`config.mk`:
```
export PLATFORM = sky130hd
export DESIGN_NAME = tile_writer
export DESIGN_NICKNAME = d
export VERILOG_FILES = /design/src/rtl/tile_writer_pkg.sv /design/src/rtl/tile_writer_palette.sv /design/src/rtl/tile_writer.sv
export SDC_FILE = /design/constraint.sdc
export NUM_CORES = 1
export LEC_CHECK = 0
export ABC_AREA = 1
export BUFFER_PORTS_ARGS = -buffer_cell sky130_fd_sc_hd__buf_2
export CORE_ASPECT_RATIO = 2
export CORE_MARGIN = 4
export CORE_UTILIZATION = 58
export CTS_CLUSTER_SIZE = 8
export DETAILED_ROUTE_END_ITERATION = 16
export PLACE_DENSITY_LB_ADDON = 0.2
export SLEW_MARGIN = 25
export SYNTH_ARGS = -nofsm -noshare
export SYNTH_HDL_FRONTEND = slang
export SYNTH_HIERARCHICAL = 1
export SYNTH_SLANG_ARGS = --single-unit
```
`constraint.sdc`:
```
create_clock -name clk -period 3.45 [get_ports clk]
set_clock_uncertainty 0.2 [all_clocks]
set_input_delay 0.345 -clock clk [delete_from_list [all_inputs] [get_ports clk]]
set_output_delay 0.345 -clock clk [all_outputs]
set_load 0.05 [all_outputs]
```
`src/rtl/tile_writer_pkg.sv`:
```
// Shared definitions for the 2048 board painter: geometry, FSM encoding and colours.
package tile_writer_pkg;

  localparam int unsigned TILE_SZ   = 16;
  localparam int unsigned FB_W      = 64;
  localparam int unsigned BOARD_N   = 4;
  localparam int unsigned FB_ADDR_W = 12;
  localparam int unsigned RGB_W     = 12;
  localparam int unsigned CNT_W     = 4;
  localparam int unsigned TILE_W    = 4;
  localparam int unsigned EXP_W     = 4;

  typedef enum logic [1:0] {
    ST_IDLE  = 2'd0,
    ST_PAINT = 2'd1,
    ST_FIN   = 2'd2
  } state_t;

  localparam logic [RGB_W-1:0] BORDER_RGB = 12'hBAA;

  // Entry n is the fill for exponent n; 12..15 all map to the saturated colour.
  localparam logic [15:0][RGB_W-1:0] PALETTE = {
    12'h333, 12'h333, 12'h333, 12'h333,
    12'hEC2, 12'hEC3, 12'hEC5, 12'hED6,
    12'hED7, 12'hF53, 12'hF75, 12'hF96,
    12'hFB7, 12'hEEC, 12'hEED, 12'hCCB
  };

endpackage

```
`src/rtl/tile_writer_palette.sv`:
```
// tile_palette: combinational exponent -> RGB444 fill colour lookup.
//  i_exp    4-bit tile exponent (>=12 saturates)
//  o_rgb_c  12-bit RGB444 fill colour
module tile_palette
  import tile_writer_pkg::*;
(
  input  logic [EXP_W-1:0] i_exp,
  output logic [RGB_W-1:0] o_rgb_c
);

  assign o_rgb_c = PALETTE[i_exp];

endmodule

```
`src/rtl/tile_writer.sv`:
```
// tile_writer: paints one 16x16 tile, or clears the whole 4x4 board, into the
// 64x64 RGB444 frame buffer at one pixel per clock.
//  clk, rst                 clock, synchronous active-high reset
//  cmd_valid/cmd_ready      command handshake (ready while idle)
//  cmd_clear/tile/exp       command payload, latched on accept
//  fb_we/fb_addr/fb_data    registered frame-buffer write port
//  busy                     painting in progress
//  done                     one-cycle pulse after the last write
module tile_writer
  import tile_writer_pkg::*;
(
  input  logic                 clk,
  input  logic                 rst,
  input  logic                 cmd_valid,
  output logic                 cmd_ready,
  input  logic                 cmd_clear,
  input  logic [TILE_W-1:0]    cmd_tile,
  input  logic [EXP_W-1:0]     cmd_exp,
  output logic                 fb_we,
  output logic [FB_ADDR_W-1:0] fb_addr,
  output logic [RGB_W-1:0]     fb_data,
  output logic                 busy,
  output logic                 done
);

  localparam logic [CNT_W-1:0]  CNT_MAX  = CNT_W'(TILE_SZ - 1);
  localparam logic [TILE_W-1:0] TILE_MAX = TILE_W'(BOARD_N * BOARD_N - 1);

  state_t r_state, w_state_nxt;

  logic [CNT_W-1:0]     r_x, r_y;
  logic [TILE_W-1:0]    r_tile;
  logic [EXP_W-1:0]     r_exp;
  logic                 r_clear;

  logic                 r_we, r_done, r_ready, r_busy;
  logic [FB_ADDR_W-1:0] r_addr;
  logic [RGB_W-1:0]     r_data;

  logic                 w_accept, w_last_px, w_border;
  logic [RGB_W-1:0]     w_pal;
  logic                 w_we_nxt, w_done_nxt, w_ready_nxt;
  logic [FB_ADDR_W-1:0] w_addr_nxt;
  logic [RGB_W-1:0]     w_data_nxt;

  assign w_accept  = cmd_valid & r_ready;
  assign w_last_px = (r_x == CNT_MAX) && (r_y == CNT_MAX);
  assign w_border  = (r_x == '0) || (r_x == CNT_MAX) || (r_y == '0) || (r_y == CNT_MAX);

  tile_palette u_palette (
    .i_exp   (r_exp),
    .o_rgb_c (w_pal)
  );

  // State register
  always_ff @(posedge clk) begin
    if (rst) r_state <= ST_IDLE;
    else     r_state <= w_state_nxt;
  end

  // Next-state logic
  always_comb begin
    w_state_nxt = r_state;
    case (r_state)
      ST_IDLE:  if (w_accept) w_state_nxt = ST_PAINT;
      ST_PAINT: if (w_last_px && (!r_clear || (r_tile == TILE_MAX))) w_state_nxt = ST_FIN;
      ST_FIN:   w_state_nxt = ST_IDLE;
      default:  w_state_nxt = ST_IDLE;
    endcase
  end

  // Output decode: next values for the registered write port and status
  always_comb begin
    w_we_nxt    = 1'b0;
    w_addr_nxt  = r_addr;
    w_data_nxt  = r_data;
    w_done_nxt  = (r_state == ST_FIN);
    w_ready_nxt = (w_state_nxt == ST_IDLE);
    if (r_state == ST_PAINT) begin
      w_we_nxt   = 1'b1;
      // {ty, y, tx, x} is exactly row*64 + col for 16-pixel tiles on a 64-wide buffer
      w_addr_nxt = {r_tile[3:2], r_y, r_tile[1:0], r_x};
      w_data_nxt = w_border ? BORDER_RGB : w_pal;
    end
  end

  // Pixel/tile counters and latched command
  always_ff @(posedge clk) begin
    if (rst) begin
      r_x     <= '0;
      r_y     <= '0;
      r_tile  <= '0;
      r_exp   <= '0;
      r_clear <= 1'b0;
    end else if (w_accept) begin
      r_x     <= '0;
      r_y     <= '0;
      r_tile  <= cmd_clear ? '0 : cmd_tile;
      r_exp   <= cmd_clear ? '0 : cmd_exp;
      r_clear <= cmd_clear;
    end else if (r_state == ST_PAINT) begin
      r_x <= r_x + CNT_W'(1);
      if (r_x == CNT_MAX) r_y <= r_y + CNT_W'(1);
      if (w_last_px && r_clear) r_tile <= r_tile + TILE_W'(1);
    end
  end

  // Registered outputs
  always_ff @(posedge clk) begin
    if (rst) begin
      r_we    <= 1'b0;
      r_addr  <= '0;
      r_data  <= '0;
      r_done  <= 1'b0;
      r_ready <= 1'b1;
      r_busy  <= 1'b0;
    end else begin
      r_we    <= w_we_nxt;
      r_addr  <= w_addr_nxt;
      r_data  <= w_data_nxt;
      r_done  <= w_done_nxt;
      r_ready <= w_ready_nxt;
      r_busy  <= ~w_ready_nxt;
    end
  end

  assign fb_we     = r_we;
  assign fb_addr   = r_addr;
  assign fb_data   = r_data;
  assign done      = r_done;
  assign cmd_ready = r_ready;
  assign busy      = r_busy;

endmodule

```
==> results of run 1 <==
[power breakdown]
part / leakage [nW] / switching (W) / internal (W)
logic: 0.727 / 0.000174 / 0.0000596
clock network: 0.0474 / 0.000197 / 0.000164
registers: 0.386 / 0.0000222 / 0.000577
total: 1.16 / 0.000394 / 0.000800
[Yosys cell counts]
cell | number | area share (%)
inv_2 | 4 | 0.67
nor2_4 | 2 | 1.0
o21a_1 | 2 | 0.67
nand2_4 | 2 | 1.0
a211oi_1 | 1 | 0.34
nand3_1 | 19 | 4.3
buf_6 | 4 | 2.0
nor3_2 | 1 | 0.45
or2_0 | 1 | 0.28
inv_6 | 1 | 0.39
a22oi_1 | 3 | 1.0
nor4_1 | 1 | 0.28
xor2_1 | 1 | 0.39
a211oi_2 | 1 | 0.56
nand3b_1 | 1 | 0.34
nand2_1 | 59 | 9.9
buf_4 | 7 | 2.4
nand2_2 | 2 | 0.56
dfxtp_1 | 47 | 42
nor2_1 | 30 | 5.0
a21oi_2 | 3 | 1.2
ha_1 | 11 | 6.2
a21oi_1 | 26 | 5.8
nand4_1 | 1 | 0.28
nor2_2 | 2 | 0.56
nand3_2 | 1 | 0.45
inv_1 | 23 | 3.9
nor3_1 | 2 | 0.45
a21boi_2 | 1 | 0.50
buf_2 | 3 | 0.67
o21ai_0 | 29 | 6.5
[layout make-up]
type | count | share of cell area, %
Clock buffer | 6 | 3.33
Clock inverter | 2 | 0.656
Inverter | 28 | 4.44
Multi-Input combinational cell | 202 | 43.3
Sequential cell | 47 | 38.0
Tap cell | 49 | 2.47
Timing Repair Buffer | 39 | 7.87
[state kept, by name, summed over array words and instances (netlist names)]
register,flops
busy,1
cmd_ready,1
done,1
fb_addr,12
fb_data,12
fb_we,1
r_clear,1
r_exp,4
r_state,2
r_tile,4
r_x,4
r_y,4
[layer usage]
metal  GRT usage, %  wire length [µm]
met1           23.1              1800
met5              0                 0
met2           41.7              2670
met3           3.72               186
met4           9.63               141
[layout by cell type, fill, tap and decap left out, drive strengths merged, types with 2 or more instances in the layout]
cell / count
nand2: 63
dfxtp: 47
buf: 39
nor2: 34
o21ai: 29
a21oi: 29
inv: 28
nand3: 20
ha: 11
clkbuf: 6
a22oi: 3
nor3: 3
o21a: 2
a211oi: 2
[metrics by stage]
step                      setup slack, ns  total power, W
after floorplan                      1.85        0.000800
after global placement               1.55        0.000843
after detailed placement             1.47        0.000847
after CTS                            1.47         0.00120
after global routing                 1.26         0.00125
final                                1.51         0.00119
[critical path, delay by kind of cell, from the launching register on]
| family | cells | cell delay, ns |
|---|---|---|
| buffers and inverters | 1 | 0.09 |
| and+or+nand+nor | 6 | 1.15 |
| DFF | 1 | 0.41 |
[final timing paths]
path | end | slack [ns]
worst max-delay path | r_x[3] | 1.51
worst max register to register | r_x[3] | 1.51
worst min-delay path | r_exp[3] | 0.07
worst min register to register | fb_addr[2] | 0.29
[logic make-up (layout without fill, tap and decap cells)]
family                   Yosys count  count (layout)  share of synthesized area [%]
AND/OR/NAND/NOR                  124             124                           24.8
AO/OA/AOI/OAI                     66              66                           16.6
flip-flops                        47              47                           42.1
buffers and inverters             42              75                           9.96
adder cells (fa/ha/maj)           11              11                           6.16
XOR/XNOR                           1               1                          0.392
==> qor.yml, run 1 <==
run_status:
  outcome: "finished clean"
finish:
  drive_gt1_share_pct: 20.7
  nets: 346
  design_area_um2: 2480
  multi_input_area_um2: 1070
  fillCellCount: 345
  num_antenna_cells: 0
  synthToLayoutAreaGrowth_pct: 10.9
  seqCellArea_um2: 941
  utilization_pct: 67.3
  final_cells: 373
floorplan:
  die-height_um: 95.8
  start_util_pct: 60.7
  die-area_um2: 4970
  io_pins: 40
  die_x_um: 51.9
  core_um2: 3680
  floorplan.rows: 31
timing:
  whs_ns: 0.0663
  period_share_pct: 56.2
  slew_violations: 0
  min_period_ns: 1.94
  rsz0062_at_grt: "false"
  tightest_slew_ns: 0.801
  setup_viol: 0
  tns_ns: 0
  slew_headroom_pct: 46.5
  max_freq_ghz: 0.516
  finalHoldViolCount: 0
clock_network:
  post-cts-setup-buffer-count: 0
  cts_hold_buf: 0
  insertion_delay_ns: 0.30
  root_buffer: "clkbuf_8"
  cts_tree: "yes"
  clock_path_buffers: 2
  htreeDepth: 2
  cts_buffers: 5
  cts_resized: 0
  path_clk_slew_ns: 0.09
  clock_sinks: 47
placed_design:
  place_area_um2: 2380
  dp_hpwl_um: 3490
  dp_cells: 365
  gp_congestion: 0.808
  io_buffers: 39
worst_hold_path:
  hp-class: "input port to register"
  whs_path_depth: 3
  hold_start: "cmd_exp[3]"
drt:
  wl_um: 4810
  drcViolationCount: 0
  routedWlPerCell_um: 12.9
  drtAntennaViolNets: 0
  vias_per_cell: 5.24
  dr.pass1.iters: 4
  vias: 1956
  drt_first_iter_violations: 32
power_and_ir_drop:
  leakage_nw: 1.16
  worst_ir_drop_vdd_v: 0.000288
  power_density_nw_per_um2: 482
grt:
  antenna_found_initial: 0
  track_usage_pct: 22.2
  grt_pass1_vias: 1922
  grt_overflow: 0
  grt_pass1_wl_um: 8470
  grt_max_degree: 41
critical_path:
  rr_worst_depth: 7
  crit_required_ns: 3.46
  crit_fanout: 40
  slowest_delay_ns: 0.61
  worst_ep_arrival_time_ns: 1.95
  worstPathCellList: "inv_2 -> nor2_4 -> nand2_1 -> nor3_2 -> nand2_1 -> nand2_1 -> nor2_1"
  critPathLaunchType: "register"
  cp_common_cell: "nand2_1"
  rr_startpoint: "r_state[0]"
  cp-end-kind: "register"
  startpoint: "r_state[0]"
  critical_path.slowest_cell: "nor2_4"
  path_class: "register to register"
logic_synthesis:
  ys_warn_count: 6
  postSynthCellCount: 291
  yosysUniqueCellTypes: 31
  synth.avg_cell_area_um2: 7.68
  yosysSeqAreaShare_pct: 42.1
  synth_seq_cells: 47
  syn-num-nets: 314
  netlist_area_um2: 2240
run:
  max_cap_violations: 0
Note: power is estimated with default switching activity, not from simulation.
==> run 2: changes to the inputs <==
Settings changed: CORE_UTILIZATION 58 to 49.
Clock period 3.45 ns to 1.7 ns, I/O delays scaled along.
==> qor.yml, run 2 (synthesis results as in run 1) <==
power_and_ir_drop:
  power_density_nw_per_um2: 923  # +92%
  worst_ir_drop_vdd_v: 0.000800  # +180%
  leakage_nw: 1.26  # +8.5%
critical_path:
  path_class: "input port to register"
  crit_required_ns: 1.69  # -1.77 ns
  rr_startpoint: "r_y[0]"
  ff2ff_setup_slack_ns: 0.17  # -1.34 ns
  crit_fanout: 21  # -48%
  startpoint: "rst"
  rr_worst_depth: 7  # unchanged
  cp-end-kind: "register"
  worst_ep_arrival_time_ns: 1.54  # -0.41 ns
  critPathLaunchType: "input port"
  reg2reg_to: "fb_data[10]"
timing:
  slew_violations: 0  # unchanged
  max_freq_ghz: 0.646
  tns_ns: 0  # unchanged
  finalHoldViolCount: 1  # +1
  period_share_pct: 91.1
  whs_ns: -0.00465  # -0.0709 ns
  tightest_slew_ns: 0.400  # -0.400 ns
  rsz0062_at_grt: "false"
  slew_headroom_pct: 73.3  # +27 points
  min_period_ns: 1.55
  setup_viol: 0  # unchanged
worst_hold_path:
  hold_start: "cmd_clear"
  hp-class: "input port to register"
  min_to: "r_exp[3]"
  whs_path_depth: 4  # +1
run:
  max_cap_violations: 0  # unchanged
drt:
  routedWlPerCell_um: 12.7  # -1.2%
  drcViolationCount: 0  # unchanged
  wl_met1_um: 1840  # +1.9%
  dr.pass1.iters: 4  # unchanged
  drtAntennaViolNets: 0  # unchanged
  met3WireLength_um: 171  # -8.1%
  drt_first_iter_violations: 32  # unchanged
  vias_per_cell: 5.08  # -3.1%
  wl_um: 5070  # +5.4%
  vias: 2023  # +3.4%
  top_layer_used: "met4"
  wl_met2_um: 2850  # +6.6%
clock_network:
  path_clk_slew_ns: 0.09  # about the same
  root_buffer: "clkbuf_8"
  htreeDepth: 2  # unchanged
  cts_buffers: 5  # unchanged
  clock_path_buffers: 2  # unchanged
  insertion_delay_ns: 0.30  # about the same
  clock_sinks: 47  # unchanged
  cts_tree: "yes"
grt:
  grt_max_degree: 23  # -44%
  grt_overflow: 0  # unchanged
  antenna_found_initial: 0  # unchanged
  track_usage_pct: 18.6  # -3.6 points
  grt_pass1_wl_um: 8620  # +1.7%
  grt_pass1_vias: 1946  # +1.2%
floorplan:
  core_um2: 4380  # +19%
  floorplan.rows: 34  # +9.7%
  die-height_um: 104  # +8.1%
  die_x_um: 55.8  # +7.4%
  die-area_um2: 5770  # +16%
  io_pins: 40  # unchanged
  start_util_pct: 51.0  # -9.7 points
finish:
  utilization_pct: 60.9  # -6.4 points
  drive_gt1_share_pct: 23.5  # +2.9 points
  nets: 366  # +5.8%
  fillCellCount: 416  # +21%
  synthToLayoutAreaGrowth_pct: 19.4
  most-common-layout-cells: "nand2_1, dfxtp_1, buf_2"
  num_antenna_cells: 0  # unchanged
  layout_commonest_cell: "nand2_1"
placed_design:
  gp_congestion: 0.849  # +5.1%
  dp_hpwl_um: 3860  # +11%
  io_buffers: 39  # unchanged
run_status:
  violations: "negative hold slack"
  outcome: "complete, but fails checks"
-- run 2: cell types whose count changed in the layout (fill, tap and decap cells not counted), sizes merged --
cell         change
dlygate4sd3      +7
clkinv           -1
buf             +13
clkbuf           +2
clkinvlp         -1
-- run 2: cell type report --
class	instances	area [µm²]	share of cell area, %
inverters	28	110	4.13
well taps	54	67.6	2.53
flip-flops and latches	47	941	35.3
multi-input cells	202	1070	40.3
clock buffers	8	100	3.75
repair buffers	59	375	14.1
-- run 2: worst max-delay path by stage --
stage	to	slack [ns]
6_report	fb_data[10]	0.15
5_1_grt	r_tile[3]	0.01
4_1_cts	r_y[1]	0.07
3_5_place_dp	r_tile[3]	0.15
3_3_place_gp	r_tile[3]	0.20
2_1_floorplan	r_tile[2]	0.10
-- run 2: where the power goes --
group	internal, W	switching (W)
clock network	0.000372	0.000364
logic	0.000153	0.000367
registers	0.00117	0.0000393
-- run 2: worst max-delay path, stage by stage --
cell and delay [ns]:
dlygate4sd3_1 0.52, buf_2 0.24, inv_2 0.13, buf_4 0.23
o21a_1 0.11, a21boi_2 0.14
-- run 2: routing by layer --
layer | global-route usage, % | up-vias
met1 | 17.5 | 925
met3 | 3.11 | 14
li1 | - | 1043
met4 | 10.3 | 0
met5 | 0 | -
met2 | 35.9 | 41
-- run 2: stage by stage --
step | cells | total power (W) | cell area [µm²] | hold WS (ns) | setup slack, ns
after floorplan | 291 | 0.00162 | 2240 | 0.101 | 0.104
after global placement | 383 | 0.00174 | 2500 | 0.207 | 0.205
after detailed placement | 383 | 0.00175 | 2500 | 0.211 | 0.152
after CTS | 398 | 0.00249 | 2670 | 0.00677 | 0.0695
after global routing | 398 | 0.00258 | 2670 | 0.0268 | 0.0138
final | 398 | 0.00246 | 2670 | -0.00465 | 0.151
-- run 2: what timing repair did --
item / CTS / global route
setup endpoints to repair: 0 / 3
setup buffers: 0 / 0
gates resized for setup: 0 / 2
hold buffers: 7 / 0
endpoints found under the hold margin: 8 / 0
==> run 3: changes to the inputs <==
Settings changed: ABC_AREA 1 to 0, CORE_UTILIZATION 49 to 48.
==> qor.yml, run 3 <==
logic_synthesis:
  syn-num-nets: 264  # -16%
  synth.avg_cell_area_um2: 8.71  # +13%
  ys_warn_count: 6  # unchanged
  yosys.area.top_type_share_pct: 44.8  # +2.8 points
  synth_seq_cells: 47  # unchanged
  async_flop_share_pct: 0  # unchanged
  yosysSeqAreaShare_pct: 44.8  # +2.8 points
  synth-compound-area-share_pct: 13.2  # -3.4 points
  synth-edff-count: 0  # unchanged
  postSynthCellCount: 241  # -17%
  synth-main-ff-cell: "dfxtp_1"
  synth_top_family_by_area: "simple AND/OR/NAND/NOR gates"
  synthMostInstantiatedCell: "dfxtp_1"
  synthMuxAreaShare_pct: 1.49  # +1.5 points
  synth_commonest_cells: "dfxtp_1, nand2_1, a21oi_1"
  yosys.area_share.simple_pct: 24.5  # -0.34 points
  netlist_area_um2: 2100  # -6.2%
  synthAdderAreaFrac_pct: 6.56  # +0.40 points
  synth-xor-area-share_pct: 4.17  # +3.8 points
  yosysUniqueCellTypes: 43  # +39%
  yosysTopAreaCell: "dfxtp_1"
  synth.area.top_cells: "dfxtp_1, ha_1, nand2_1"
worst_hold_path:
  whs_path_depth: 3  # -1
  min_to: "r_tile[2]"
  hold_start: "cmd_tile[2]"
  hp-class: "input port to register"
run_status:
  violations: "negative hold slack, negative setup slack"
  outcome: "complete, but fails checks"
finish:
  synthToLayoutAreaGrowth_pct: 30.3
  design_area_um2: 2730  # +2.4%
  most-common-layout-cells: "dfxtp_1, buf_2, nand2_1"
  num_antenna_cells: 0  # unchanged
  nets: 327  # -11%
  multi_input_area_um2: 1150  # +7.5%
  utilization_pct: 65.6  # +4.6 points
  layout_commonest_cell: "dfxtp_1"
  fillCellCount: 375  # -9.9%
  drive_gt1_share_pct: 32.6  # +9.0 points
  seqCellArea_um2: 955  # +1.5%
timing:
  tightest_slew_ns: 0.483  # +0.0828 ns
  whs_ns: -0.00621  # -0.00156 ns
  setup_viol: 1  # +1
  setup_slack_ns: -0.00693  # -0.158 ns
  slew_headroom_pct: 67.7  # -5.5 points
  rsz0062_at_grt: "true"
  period_share_pct: 100  # +9.3 points
  finalHoldViolCount: 1  # unchanged
  slew_violations: 0  # unchanged
  tns_ns: -0.00693  # -0.00693 ns
  max_freq_ghz: 0.586  # -9.2%
  min_period_ns: 1.71  # +0.158 ns
clock_network:
  root_buffer: "clkbuf_8"
  path_clk_slew_ns: 0.09  # about the same
  insertion_delay_ns: 0.29  # about the same
  htreeDepth: 2  # unchanged
  clock_sinks: 47  # unchanged
  clock_path_buffers: 2  # unchanged
  cts_buffers: 5  # unchanged
  cts_tree: "yes"
power_and_ir_drop:
  p_total_w: 0.00218  # -12%
  leakage_nw: 1.16  # -8.0%
  worst_ir_drop_vdd_v: 0.000789  # -1.4%
  power_density_nw_per_um2: 797  # -14%
grt:
  grt_overflow: 0  # unchanged
  grt_pass1_vias: 1817  # -6.6%
  track_usage_pct: 19.4  # +0.83 points
  grt_pass1_wl_um: 7970  # -7.5%
  antenna_found_initial: 0  # unchanged
  grt_max_degree: 15  # -35%
floorplan:
  die-area_um2: 5560  # -3.7%
  io_pins: 40  # unchanged
  die-height_um: 102  # -2.0%
  start_util_pct: 50.3  # -0.71 points
  die_x_um: 54.8  # -1.8%
  core_um2: 4170  # -4.8%
  floorplan.rows: 33  # -2.9%
placed_design:
  dp_hpwl_um: 3580  # -7.2%
  gp_congestion: 0.767  # -9.7%
  place_area_um2: 2450  # -1.7%
  io_buffers: 39  # unchanged
drt:
  drt_first_iter_violations: 27  # -16%
  routedWlPerCell_um: 13.9  # +9.6%
  vias_per_cell: 5.25  # +3.3%
  vias: 1869  # -7.6%
  dr.pass1.iters: 4  # unchanged
  drtAntennaViolNets: 0  # unchanged
  drcViolationCount: 0  # unchanged
  wl_um: 4970  # -2.0%
critical_path:
  cp-end-kind: "register"
  ff2ff_setup_slack_ns: -0.007  # -0.18 ns
  rr_startpoint: "r_y[0]"
  rr_worst_depth: 5  # -2
  slowest_delay_ns: 0.52  # about the same
  path_class: "register to register"
  reg2reg_to: "r_tile[1]"
  worst_ep_arrival_time_ns: 1.71  # +0.17 ns
  worstPathCellList: "ha_4 -> nand3_2 -> or4_4 -> mux2i_1 -> a211oi_1"
  critical_path.slowest_cell: "or4_4"
  critPathLaunchType: "register"
  crit_required_ns: 1.71  # +0.02 ns
  crit_fanout: 2  # -90%
run:
  max_cap_violations: 0  # unchanged
-- run 3: repair_timing --
item,4_1_cts,5_1_grt
endpoints found under the hold margin,3,0
setup endpoints to repair,14,16
pin swaps,8,5
gates resized for setup,14,9
hold buffers,4,0
cloned,0,0
setup buffers,6,1
-- run 3: critical path, delay by kind of cell (launching register included) --
family	cells	cell delay, ns
flops	1	0.36
simple gates	2	0.60
fa+ha+maj	1	0.14
compound gates	1	0.18
mux	1	0.14
-- run 3: per-stage QoR --
step           std cells  setup slack, ns
2_1_floorplan        241         -0.00581
3_3_place_gp         338          -0.0455
3_5_place_dp         338          -0.0967
4_1_cts              355          -0.0197
5_1_grt              356          -0.0923
6_report             356         -0.00693
-- run 3: layout make-up --
cell class	count	share of cell area, %
flip-flops and latches	47	34.9
well taps	52	2.38
repair buffers	69	16.0
multi-input cells	172	42.2
inverters	9	1.24
clock inverters	1	0.183
clock buffers	6	3.02
-- run 3: cells by family after synthesis --
logic type | count (synthesis)
AO/OA/AOI/OAI | 45
buffers and inverters | 22
XOR/XNOR | 10
flip-flops | 47
multiplexers | 3
adder cells (fa/ha/maj) | 11
AND/OR/NAND/NOR | 103
-- run 3: metal layers --
metal | GRT usage, % | wire length [µm] | vias up
met4 | 7.10 | 69 | 0
met1 | 19.2 | 1790 | 886
met5 | 0 | 0 | -
li1 | - | - | 942
met3 | 3.68 | 205 | 5
met2 | 36.9 | 2900 | 36
-- run 3: worst max path at each step --
stage	startpoint	to	cells past startpoint
2_1_floorplan	r_x[1]	r_tile[1]	5
3_3_place_gp	r_x[1]	fb_data[0]	5
3_5_place_dp	r_y[1]	fb_data[10]	6
5_1_grt	r_y[0]	r_tile[1]	5
4_1_cts	r_x[0]	fb_data[10]	5
6_report	r_y[0]	r_tile[1]	5
-- run 3: power by group --
group	internal, W	switching (W)	total [W]
registers	0.00114	0.0000337	0.00117
logic	0.000118	0.000215	0.000333
clock network	0.000320	0.000354	0.000674
total	0.00157	0.000603	0.00218
